**config.mk**
```make
export PLATFORM = sky130hd
export DESIGN_NAME = change_dispenser
export DESIGN_NICKNAME = d
export VERILOG_FILES = /design/src/rtl/coin_pkg.sv /design/src/rtl/pulse_timer.sv /design/src/rtl/change_dispenser.sv
export SDC_FILE = /design/constraint.sdc
export NUM_CORES = 1
export LEC_CHECK = 0
export CORE_MARGIN = 10
export CORE_UTILIZATION = 53
export DETAILED_ROUTE_END_ITERATION = 6
export PLACE_DENSITY = 0.83
export SLEW_MARGIN = 20
export SYNTH_ARGS = -nofsm -noshare
export SYNTH_HDL_FRONTEND = slang
export SYNTH_HIERARCHICAL = 1
export SYNTH_SLANG_ARGS = --single-unit
export TNS_END_PERCENT = 20
```
**constraint.sdc**
```tcl
create_clock -name clk -period 5.5 [get_ports clk]
set_input_delay 0.825 -clock clk [delete_from_list [all_inputs] [get_ports clk]]
set_output_delay 0.825 -clock clk [all_outputs]
set_load 0.02 [all_outputs]
```
**src/rtl/coin_pkg.sv**
```systemverilog
// Shared definitions for the change dispenser: coin values in nickel units,
// the controller state encoding, the coin selector encoding, and a helper
// that maps a coin to its value.
package coin_pkg;

  localparam int unsigned NICKEL_UNITS  = 32'd1;
  localparam int unsigned DIME_UNITS    = 32'd2;
  localparam int unsigned QUARTER_UNITS = 32'd5;

  typedef enum logic [2:0] {
    IDLE   = 3'd0,
    SELECT = 3'd1,
    PULSE  = 3'd2,
    GAP    = 3'd3,
    DONE   = 3'd4
  } disp_state_t;

  typedef enum logic [1:0] {
    COIN_N = 2'd0,
    COIN_D = 2'd1,
    COIN_Q = 2'd2
  } coin_t;

  // Value of a coin in nickel units.
  function automatic int unsigned coin_units(input coin_t coin);
    case (coin)
      COIN_Q:  return QUARTER_UNITS;
      COIN_D:  return DIME_UNITS;
      COIN_N:  return NICKEL_UNITS;
      default: return NICKEL_UNITS;
    endcase
  endfunction

endpackage

```
**src/rtl/pulse_timer.sv**
```systemverilog
// Down-counter shared by the PULSE and GAP phases of the change dispenser.
// Ports:
//   clk, rst_n  clock and asynchronous active-low reset
//   load        reload the counter this cycle
//   load_gap    selects the reload length: 1 = GAP_CYCLES, 0 = PULSE_CYCLES
//   expire      high during the last cycle of the loaded interval
module pulse_timer
  import coin_pkg::*;
#(
  parameter int PULSE_CYCLES = 4,
  parameter int GAP_CYCLES   = 2
) (
  input  logic clk,
  input  logic rst_n,
  input  logic load,
  input  logic load_gap,
  output logic expire
);

  localparam int MAX_CYCLES = (PULSE_CYCLES > GAP_CYCLES) ? PULSE_CYCLES : GAP_CYCLES;
  localparam int CNT_W      = $clog2(MAX_CYCLES + 1);

  logic [CNT_W-1:0] cnt_r;

  // Load length-1 so that the count reaching zero marks the final cycle.
  always_ff @(posedge clk or negedge rst_n) begin
    if (!rst_n) begin
      cnt_r <= '0;
    end else if (load) begin
      cnt_r <= load_gap ? CNT_W'(GAP_CYCLES - 1) : CNT_W'(PULSE_CYCLES - 1);
    end else if (cnt_r != '0) begin
      cnt_r <= cnt_r - CNT_W'(1);
    end else begin
      cnt_r <= cnt_r;
    end
  end

  assign expire = (cnt_r == '0);

endmodule

```
**src/rtl/change_dispenser.sv**
```systemverilog
// Coin-return controller: accepts a change amount (nickel units) over a
// valid/ready handshake and pays it out greedily as timed solenoid pulses,
// falling back to smaller coins when a tube is empty.
// Build option: CHANGE_DISPENSER_QUARTER_EN enables the quarter branch;
// without it quarter_out is tied low and quarter_empty is ignored.
// Ports:
//   clk, rst_n                           clock, asynchronous active-low reset
//   req_valid/req_ready/req_amount       change request handshake
//   quarter_empty/dime_empty/nickel_empty tube-empty flags, looked at in SELECT
//   quarter_out/dime_out/nickel_out      registered solenoid drives (one-hot or zero)
//   busy                                 high whenever not idle
//   done/err/rem_out                     completion strobe, failure flag, remainder
module change_dispenser
  import coin_pkg::*;
#(
  parameter int AMT_W        = 4,
  parameter int PULSE_CYCLES = 4,
  parameter int GAP_CYCLES   = 2
) (
  input  logic             clk,
  input  logic             rst_n,
  input  logic             req_valid,
  output logic             req_ready,
  input  logic [AMT_W-1:0] req_amount,
  input  logic             quarter_empty,
  input  logic             dime_empty,
  input  logic             nickel_empty,
  output logic             quarter_out,
  output logic             dime_out,
  output logic             nickel_out,
  output logic             busy,
  output logic             done,
  output logic             err,
  output logic [AMT_W-1:0] rem_out
);

  disp_state_t      state_r, state_next;
  coin_t            coin_r, coin_next, pick_coin;
  logic [AMT_W-1:0] rem_r, rem_next;
  logic             pick, err_next;
  logic             tmr_load, tmr_gap, tmr_expire;

  pulse_timer #(
    .PULSE_CYCLES(PULSE_CYCLES),
    .GAP_CYCLES  (GAP_CYCLES)
  ) u_timer (
    .clk     (clk),
    .rst_n   (rst_n),
    .load    (tmr_load),
    .load_gap(tmr_gap),
    .expire  (tmr_expire)
  );

  // Greedy coin choice from the current remainder and tube flags.
  always_comb begin
    pick      = 1'b0;
    pick_coin = COIN_N;
    if (rem_r == '0) begin
      pick = 1'b0;
    end
`ifdef CHANGE_DISPENSER_QUARTER_EN
    else if (rem_r >= AMT_W'(QUARTER_UNITS) && !quarter_empty) begin
      pick      = 1'b1;
      pick_coin = COIN_Q;
    end
`endif
    else if (rem_r >= AMT_W'(DIME_UNITS) && !dime_empty) begin
      pick      = 1'b1;
      pick_coin = COIN_D;
    end else if (rem_r >= AMT_W'(NICKEL_UNITS) && !nickel_empty) begin
      pick      = 1'b1;
      pick_coin = COIN_N;
    end else begin
      pick      = 1'b0;
      pick_coin = COIN_N;
    end
  end

  // Next-state, remainder and timer control.
  always_comb begin
    state_next = state_r;
    rem_next   = rem_r;
    coin_next  = coin_r;
    err_next   = 1'b0;
    tmr_load   = 1'b0;
    tmr_gap    = 1'b0;
    case (state_r)
      IDLE: begin
        // req_ready is exactly "state is IDLE", so req_valid alone decides.
        if (req_valid) begin
          state_next = SELECT;
          rem_next   = req_amount;
        end else begin
          state_next = IDLE;
        end
      end
      SELECT: begin
        if (pick) begin
          state_next = PULSE;
          coin_next  = pick_coin;
          // Chosen coin never exceeds the remainder, so no underflow.
          rem_next   = rem_r - AMT_W'(coin_units(pick_coin));
          tmr_load   = 1'b1;
          tmr_gap    = 1'b0;
        end else begin
          state_next = DONE;
          err_next   = (rem_r != '0);
        end
      end
      PULSE: begin
        if (tmr_expire) begin
          state_next = GAP;
          tmr_load   = 1'b1;
          tmr_gap    = 1'b1;
        end else begin
          state_next = PULSE;
        end
      end
      GAP: begin
        if (tmr_expire) begin
          state_next = SELECT;
        end else begin
          state_next = GAP;
        end
      end
      DONE: begin
        state_next = IDLE;
      end
      default: begin
        state_next = IDLE;
      end
    endcase
  end

  // State and remainder registers; outputs are registered decodes of the
  // next state so they line up with the state they describe.
  always_ff @(posedge clk or negedge rst_n) begin
    if (!rst_n) begin
      state_r    <= IDLE;
      rem_r      <= '0;
      coin_r     <= COIN_N;
      req_ready  <= 1'b1;
      busy       <= 1'b0;
      done       <= 1'b0;
      err        <= 1'b0;
      rem_out    <= '0;
      dime_out   <= 1'b0;
      nickel_out <= 1'b0;
    end else begin
      state_r    <= state_next;
      rem_r      <= rem_next;
      coin_r     <= coin_next;
      req_ready  <= (state_next == IDLE);
      busy       <= (state_next != IDLE);
      done       <= (state_next == DONE);
      err        <= (state_next == DONE) && err_next;
      rem_out    <= rem_next;
      dime_out   <= (state_next == PULSE) && (coin_next == COIN_D);
      nickel_out <= (state_next == PULSE) && (coin_next == COIN_N);
    end
  end

`ifdef CHANGE_DISPENSER_QUARTER_EN
  // Quarter solenoid drive.
  always_ff @(posedge clk or negedge rst_n) begin
    if (!rst_n) begin
      quarter_out <= 1'b0;
    end else begin
      quarter_out <= (state_next == PULSE) && (coin_next == COIN_Q);
    end
  end
`else
  logic unused_quarter_empty;
  assign unused_quarter_empty = quarter_empty;
  assign quarter_out          = 1'b0;
`endif

endmodule

```
==> flow_summary.ini, run 1 <==
[grt]
grt_pass1_wl_mm = 3.36
grt_max_degree = 19
grt_overflow = 0
grt_pass1_vias = 728
track_usage_pct = 10.2
antenna_found_initial = 0

[route]
routedWlPerCell_um = 14.1
vias = 756
via_per_inst = 5.60
firstDrtPassIters = 4
ant_nets = 0
first_iter_violations = 9
remaining_drc_errors = 0
wl_mm = 1.91

[clock_network]
post_cts_buffers = 0
cts_sinks = 18
htreeDepth = 1
cts-buffers-inserted = 3
cts_tree = built
cts_buffer_depth = 2
cts-root-buf = clkbuf_4
clk_pin_slew_ns = 0.11
clock_latency_ns = 0.30
ctsResizeCount = 0
cts_hold_repair.buffers = 0

[logic_synthesis]
synth_edf_count = 0
async_reset_ff_share_pct = 100
netlist_area_um2 = 1000
synth_flop_cell = dfrtp_1
syn_avg_cell_area_um2 = 10.9
yosys_warnings = 6
synth_seq_cells = 18
yosysSeqAreaShare_pct = 45.2
synth.distinct_cells = 36
syn_inst = 92
synthesis.nets = 107

[sta]
tightest_slew_ns = 0.753
hold_viol_final = 0
tns_ns = 0
finClkSkew_ns = 0.00625
grt_setup_unrepaired = no
max_freq_mhz = 393
fin_crit_sh_pct = 46.2
slew_viol_final = 0
setup_viol = 0
finalCriticalPeriod_ns = 2.54
hold_ws_ns = 0.523
slew_headroom_pct = 49.1

[pwr]
p_int_mw = 0.383
p_sw_share_pct = 40.8
seq_power_share_pct = 36.3
pwr-share-clk_pct = 12.7
switchingPower_mw = 0.265
combPwrFrac_pct = 51.0
leakage_nw = 0.519
p_total_mw = 0.648
powerDensity_nw_per_um2 = 536
ir_drop_mv = 0.268

[cells_and_area]
drive_gt1_share_pct = 15.5
final_nets = 126
layout_common_cells = clkdlybuf4s50_1, dfrtp_1, nor2_1
n_antenna_cell = 0
mostFrequentLayoutCell = clkdlybuf4s50_1
area_growth_pct = 21.0

[setup_path]
arrival_ns = 2.71
startpoint_type = input port
cp.required_ns = 5.67
path_max_fanout = 5
crit_path_end_kind = flop
critPathKind = in -> reg

[floorplan]
initial_utilization_pct = 56.7
die_area_um2 = 4020
ios = 21
core_um2 = 1760
chipHeight_um = 63.4
die-width_um = 63.4
rows = 15

[worst_hold_path]
hold_class = reg -> reg

[placement]
dp_hpwl_mm = 1.49
portBuffers = 18
place_congestion = 0.813

[flow_run]
max_cap_violations = 0

[run_status]
outcome = completed
-- area by class of cell --
| cell class | count | area, um2 |
|---|---|---|
| Timing Repair Buffer | 18 | 180 |
| Tap cell | 25 | 31.3 |
| Sequential cell | 18 | 452 |
| Multi-Input combinational cell | 62 | 480 |
| Inverter | 8 | 30.0 |
| Fill cell | 147 | 554 |
| Clock buffer | 4 | 36.3 |
-- worst max-delay path, stage by stage --
cell	delay (ns)
clkdlybuf4s50_1	0.51
or2_2	0.38
ha_1	0.23
fa_1	0.42
a211oi_1	0.29
a311oi_2	0.06
-- logic make-up after synthesis --
kind of cell	share of synthesized area (%)
AO/OA/AOI/OAI	15.0
XOR/XNOR	0.876
adder cells (fa/ha/maj)	7.01
buffers and inverters	6.76
flip-flops	45.2
multiplexers	2.00
other	0.375
AND/OR/NAND/NOR	22.8
-- metal layers --
metal	GRT usage (%)	routed length [um]	vias up
met1	10.5	785	369
li1	-	-	359
met5	0	0	-
met4	4.92	36	0
met2	16.8	913	24
met3	4.77	170	4
-- path summary, 6_finish.rpt --
kind                                 startpoint                            to  slack (ns)  cells after the start
min reg2reg                 coin_r[1]$_DFF_PN0_           coin_r[1]$_DFF_PN0_        0.52                      1
max reg2reg                state_r[0]$_DFF_PN0_  u_timer/cnt_r[1]$_DFFE_PN0P_        3.32                      5
min                         coin_r[1]$_DFF_PN0_           coin_r[1]$_DFF_PN0_        0.52                      1
min in group asynchronous                 rst_n                busy$_DFF_PN0_        0.96                      1
max                                  dime_empty          rem_r[2]$_DFFE_PN0P_        2.96                      6
max in group asynchronous                 rst_n          rem_r[0]$_DFFE_PN0P_        4.06                      1
-- synth_stat cells (2+ instances only) --
master	instances	area, um2
ha_1	4	50.1
nor3_1	6	30.0
dfrtp_1	17	425
nor2_1	10	37.5
or2_2	2	12.5
a21oi_1	4	20.0
a211oi_1	4	30.0
nand2b_1	3	18.8
nor3b_1	3	22.5
mux2i_1	2	20.0
nand2_1	2	7.51
buf_6	2	22.5
buf_4	2	15.0
a211oi_2	2	25.0
inv_1	8	30.0
-- flip-flops by register name, summed over array words and instances (netlist names) --
signal         cells
busy               1
dime_out           1
state_r            3
u_timer/cnt_r      3
nickel_out         1
err                1
done               1
rem_r              4
coin_r             2
req_ready          1
-- power groups by stage --
stage | sequential (mW) | clock [mW] | combinational, mW
global route | 0.244 | 0.0868 | 0.367
finish | 0.235 | 0.0823 | 0.331
floorplan | 0.257 | 0 | 0.220
detailed placement | 0.238 | 0 | 0.334
CTS | 0.235 | 0.0820 | 0.335
global placement | 0.234 | 0 | 0.323
-- stage by stage --
| stage | cells | area [um2] | worst slack, ns | util (%) |
|---|---|---|---|---|
| floorplan | 92 | 1000 | 3.32 | - |
| global placement | 131 | 1170 | 2.68 | 66.5 |
| detailed placement | 131 | 1170 | 2.63 | 66.5 |
| CTS | 135 | 1210 | 2.95 | 68.6 |
| global route | 135 | 1210 | 2.88 | 68.6 |
| finish | 135 | 1210 | 2.96 | 68.6 |
Power figures use the tool's default switching activity.
==> run 2, diff against run 1 <==
--- a/config.mk
+++ b/config.mk
@@ -6,9 +6,9 @@
 export NUM_CORES = 1
 export LEC_CHECK = 0
 export CORE_MARGIN = 10
-export CORE_UTILIZATION = 53
+export CORE_UTILIZATION = 49
 export DETAILED_ROUTE_END_ITERATION = 6
-export PLACE_DENSITY = 0.83
+export PLACE_DENSITY = 0.77
 export SLEW_MARGIN = 20
 export SYNTH_ARGS = -nofsm -noshare
 export SYNTH_HDL_FRONTEND = slang
==> constraint.sdc (replaced) <==
create_clock -name clk -period 2.6 [get_ports clk]
set_input_delay 0.39 -clock clk [delete_from_list [all_inputs] [get_ports clk]]
set_output_delay 0.39 -clock clk [all_outputs]
set_load 0.02 [all_outputs]
==> run 2 against run 1 <==
  * Routed wire length rose by 6.5%
  * Setup slack worse by 2.4 ns
  * Clock power rose by 110%
  * Die area up 5.6%
  * First-iteration DRC count fell by 67%
  * Clock skew shrank 0.0010 ns
  * Combinational power rose by 120%
  * Flip-flop and latch count unchanged
  * Count of clock-buffer cells in the layout stayed put
  * Highest routed layer unchanged
==> flow_summary.ini, run 2 (synthesis results as in run 1) <==
[sta]
setup_viol = 0
hold_viol_final = 0
finClkSkew_ns = 0.00522
hold_ws_ns = 0.522
tns_ns = 0
slew_headroom_pct = 45.0
slew_viol_final = 0
finalCriticalPeriod_ns = 2.09
max_freq_mhz = 479
tightest_slew_ns = 0.822
grt_setup_unrepaired = no
fin_crit_sh_pct = 80.3

[setup_path]
slowest_stage = dfrtp_1
r2r_start = rem_r[2]$_DFFE_PN0P_
path_buf_inv = 1
reg2reg_slack_ns = 0.51
startpoint_type = flop
slowest_delay_ns = 0.46
cp.required_ns = 2.77
critPathKind = reg -> reg
r2r_end = rem_r[2]$_DFFE_PN0P_
cp_cell_sequence = nor3_2 -> buf_4 -> or2_2 -> ha_1 -> fa_1 -> a211oi_1 -> a311oi_2
crit_path_end_kind = flop
arrival_ns = 2.26
path_max_fanout = 6
path_delay_family = adder cells
ff2ff_path_depth = 7

[cells_and_area]
regMostFlops = rem_r
nFillCells = 173
top_regs = rem_r (4), state_r (3), u_timer/cnt_r (3)
drive_gt1_share_pct = 18.4
area_growth_pct = 24.3
layout_common_cells = clkdlybuf4s50_1, dfrtp_1, nor2_1
n_antenna_cell = 0
largest_reg_flops = 4
finalNonFillerCells = 141
final_nets = 130
mostFrequentLayoutCell = clkdlybuf4s50_1

[pwr]
p_total_mw = 1.39
powerDensity_nw_per_um2 = 1120
leakage_nw = 0.540
ir_drop_mv = 0.523

[placement]
portBuffers = 18
place_congestion = 0.782
dp_hpwl_mm = 1.52
dpl.cell_count = 137

[clock_network]
cts-root-buf = clkbuf_4
cts_sinks = 18
htreeDepth = 1
cts-buffers-inserted = 3
ctsResizeCount = 0
cts_hold_repair.buffers = 0
clk_pin_slew_ns = 0.11
post_cts_buffers = 0
cts_tree = built
clock_latency_ns = 0.29
cts_buffer_depth = 2

[route]
routedWlPerCell_um = 14.4
via_per_inst = 5.18
vias = 730
wl_mm = 2.03
firstDrtPassIters = 2
first_iter_violations = 3
remaining_drc_errors = 0
ant_nets = 0

[grt]
grt_pass1_wl_mm = 3.28
grt_max_degree = 19
antenna_found_initial = 0
track_usage_pct = 9.60
grt_pass1_vias = 728
grt_overflow = 0

[floorplan]
initial_utilization_pct = 51.5
core_um2 = 1940
rows = 16
chipHeight_um = 65.2
die_area_um2 = 4250
ios = 21
die-width_um = 65.2

[worst_hold_path]
hold_class = reg -> reg
whs_endpoint = coin_r[1]$_DFF_PN0_
whs_path_depth = 1
min_from = coin_r[1]$_DFF_PN0_

[flow_run]
max_cap_violations = 0

[run_status]
outcome = completed
-- run 2: cell count changes in the layout (fill, tap and decap cells not counted) --
cell and change:
buf_4 +4
-- run 2: how the worst max path moves through the flow --
stage / startpoint / end / slack (ns) / cells past startpoint
2_1_floorplan: rem_r[1]$_DFFE_PN0P_ / rem_r[2]$_DFFE_PN0P_ / 0.58 / 6
3_3_place_gp: dime_empty / rem_r[2]$_DFFE_PN0P_ / 0.38 / 6
3_5_place_dp: dime_empty / rem_r[2]$_DFFE_PN0P_ / 0.33 / 6
4_1_cts: rem_r[2]$_DFFE_PN0P_ / rem_r[2]$_DFFE_PN0P_ / 0.51 / 7
5_1_grt: rem_r[1]$_DFFE_PN0P_ / rem_r[2]$_DFFE_PN0P_ / 0.40 / 7
6_report: rem_r[2]$_DFFE_PN0P_ / rem_r[2]$_DFFE_PN0P_ / 0.51 / 7
-- run 2: layout make-up --
class                           count  area, um2  share of cell area, %
Clock buffer                        4       36.3                   2.92
Inverter                            8       30.0                   2.42
Multi-Input combinational cell     62        480                   38.7
Sequential cell                    18        452                   36.4
Tap cell                           27       33.8                   2.72
Timing Repair Buffer               22        210                   16.9
-- run 2: through the flow --
| stage | worst slack (ns) | utilization [%] | instance area [um2] |
|---|---|---|---|
| 6_report | 0.513 | 64.0 | 1240 |
| 5_1_grt | 0.402 | 64.0 | 1240 |
| 4_1_cts | 0.509 | 64.0 | 1240 |
| 3_5_place_dp | 0.334 | 62.1 | 1210 |
| 3_3_place_gp | 0.378 | 62.1 | 1210 |
| 2_1_floorplan | 0.580 | - | 1000 |
-- run 2: per-layer routing --
metal	up-vias	track usage, %	wire, um
li1	364	-	-
met3	2	3.56	112
met4	0	4.01	8
met2	11	16.3	964
met1	353	10.5	944
met5	-	0	0
-- run 2: power breakdown --
group	switching, mW	internal, mW	total, mW
registers	0.102	0.393	0.495
logic	0.375	0.348	0.723
clock network	0.0906	0.0853	0.176
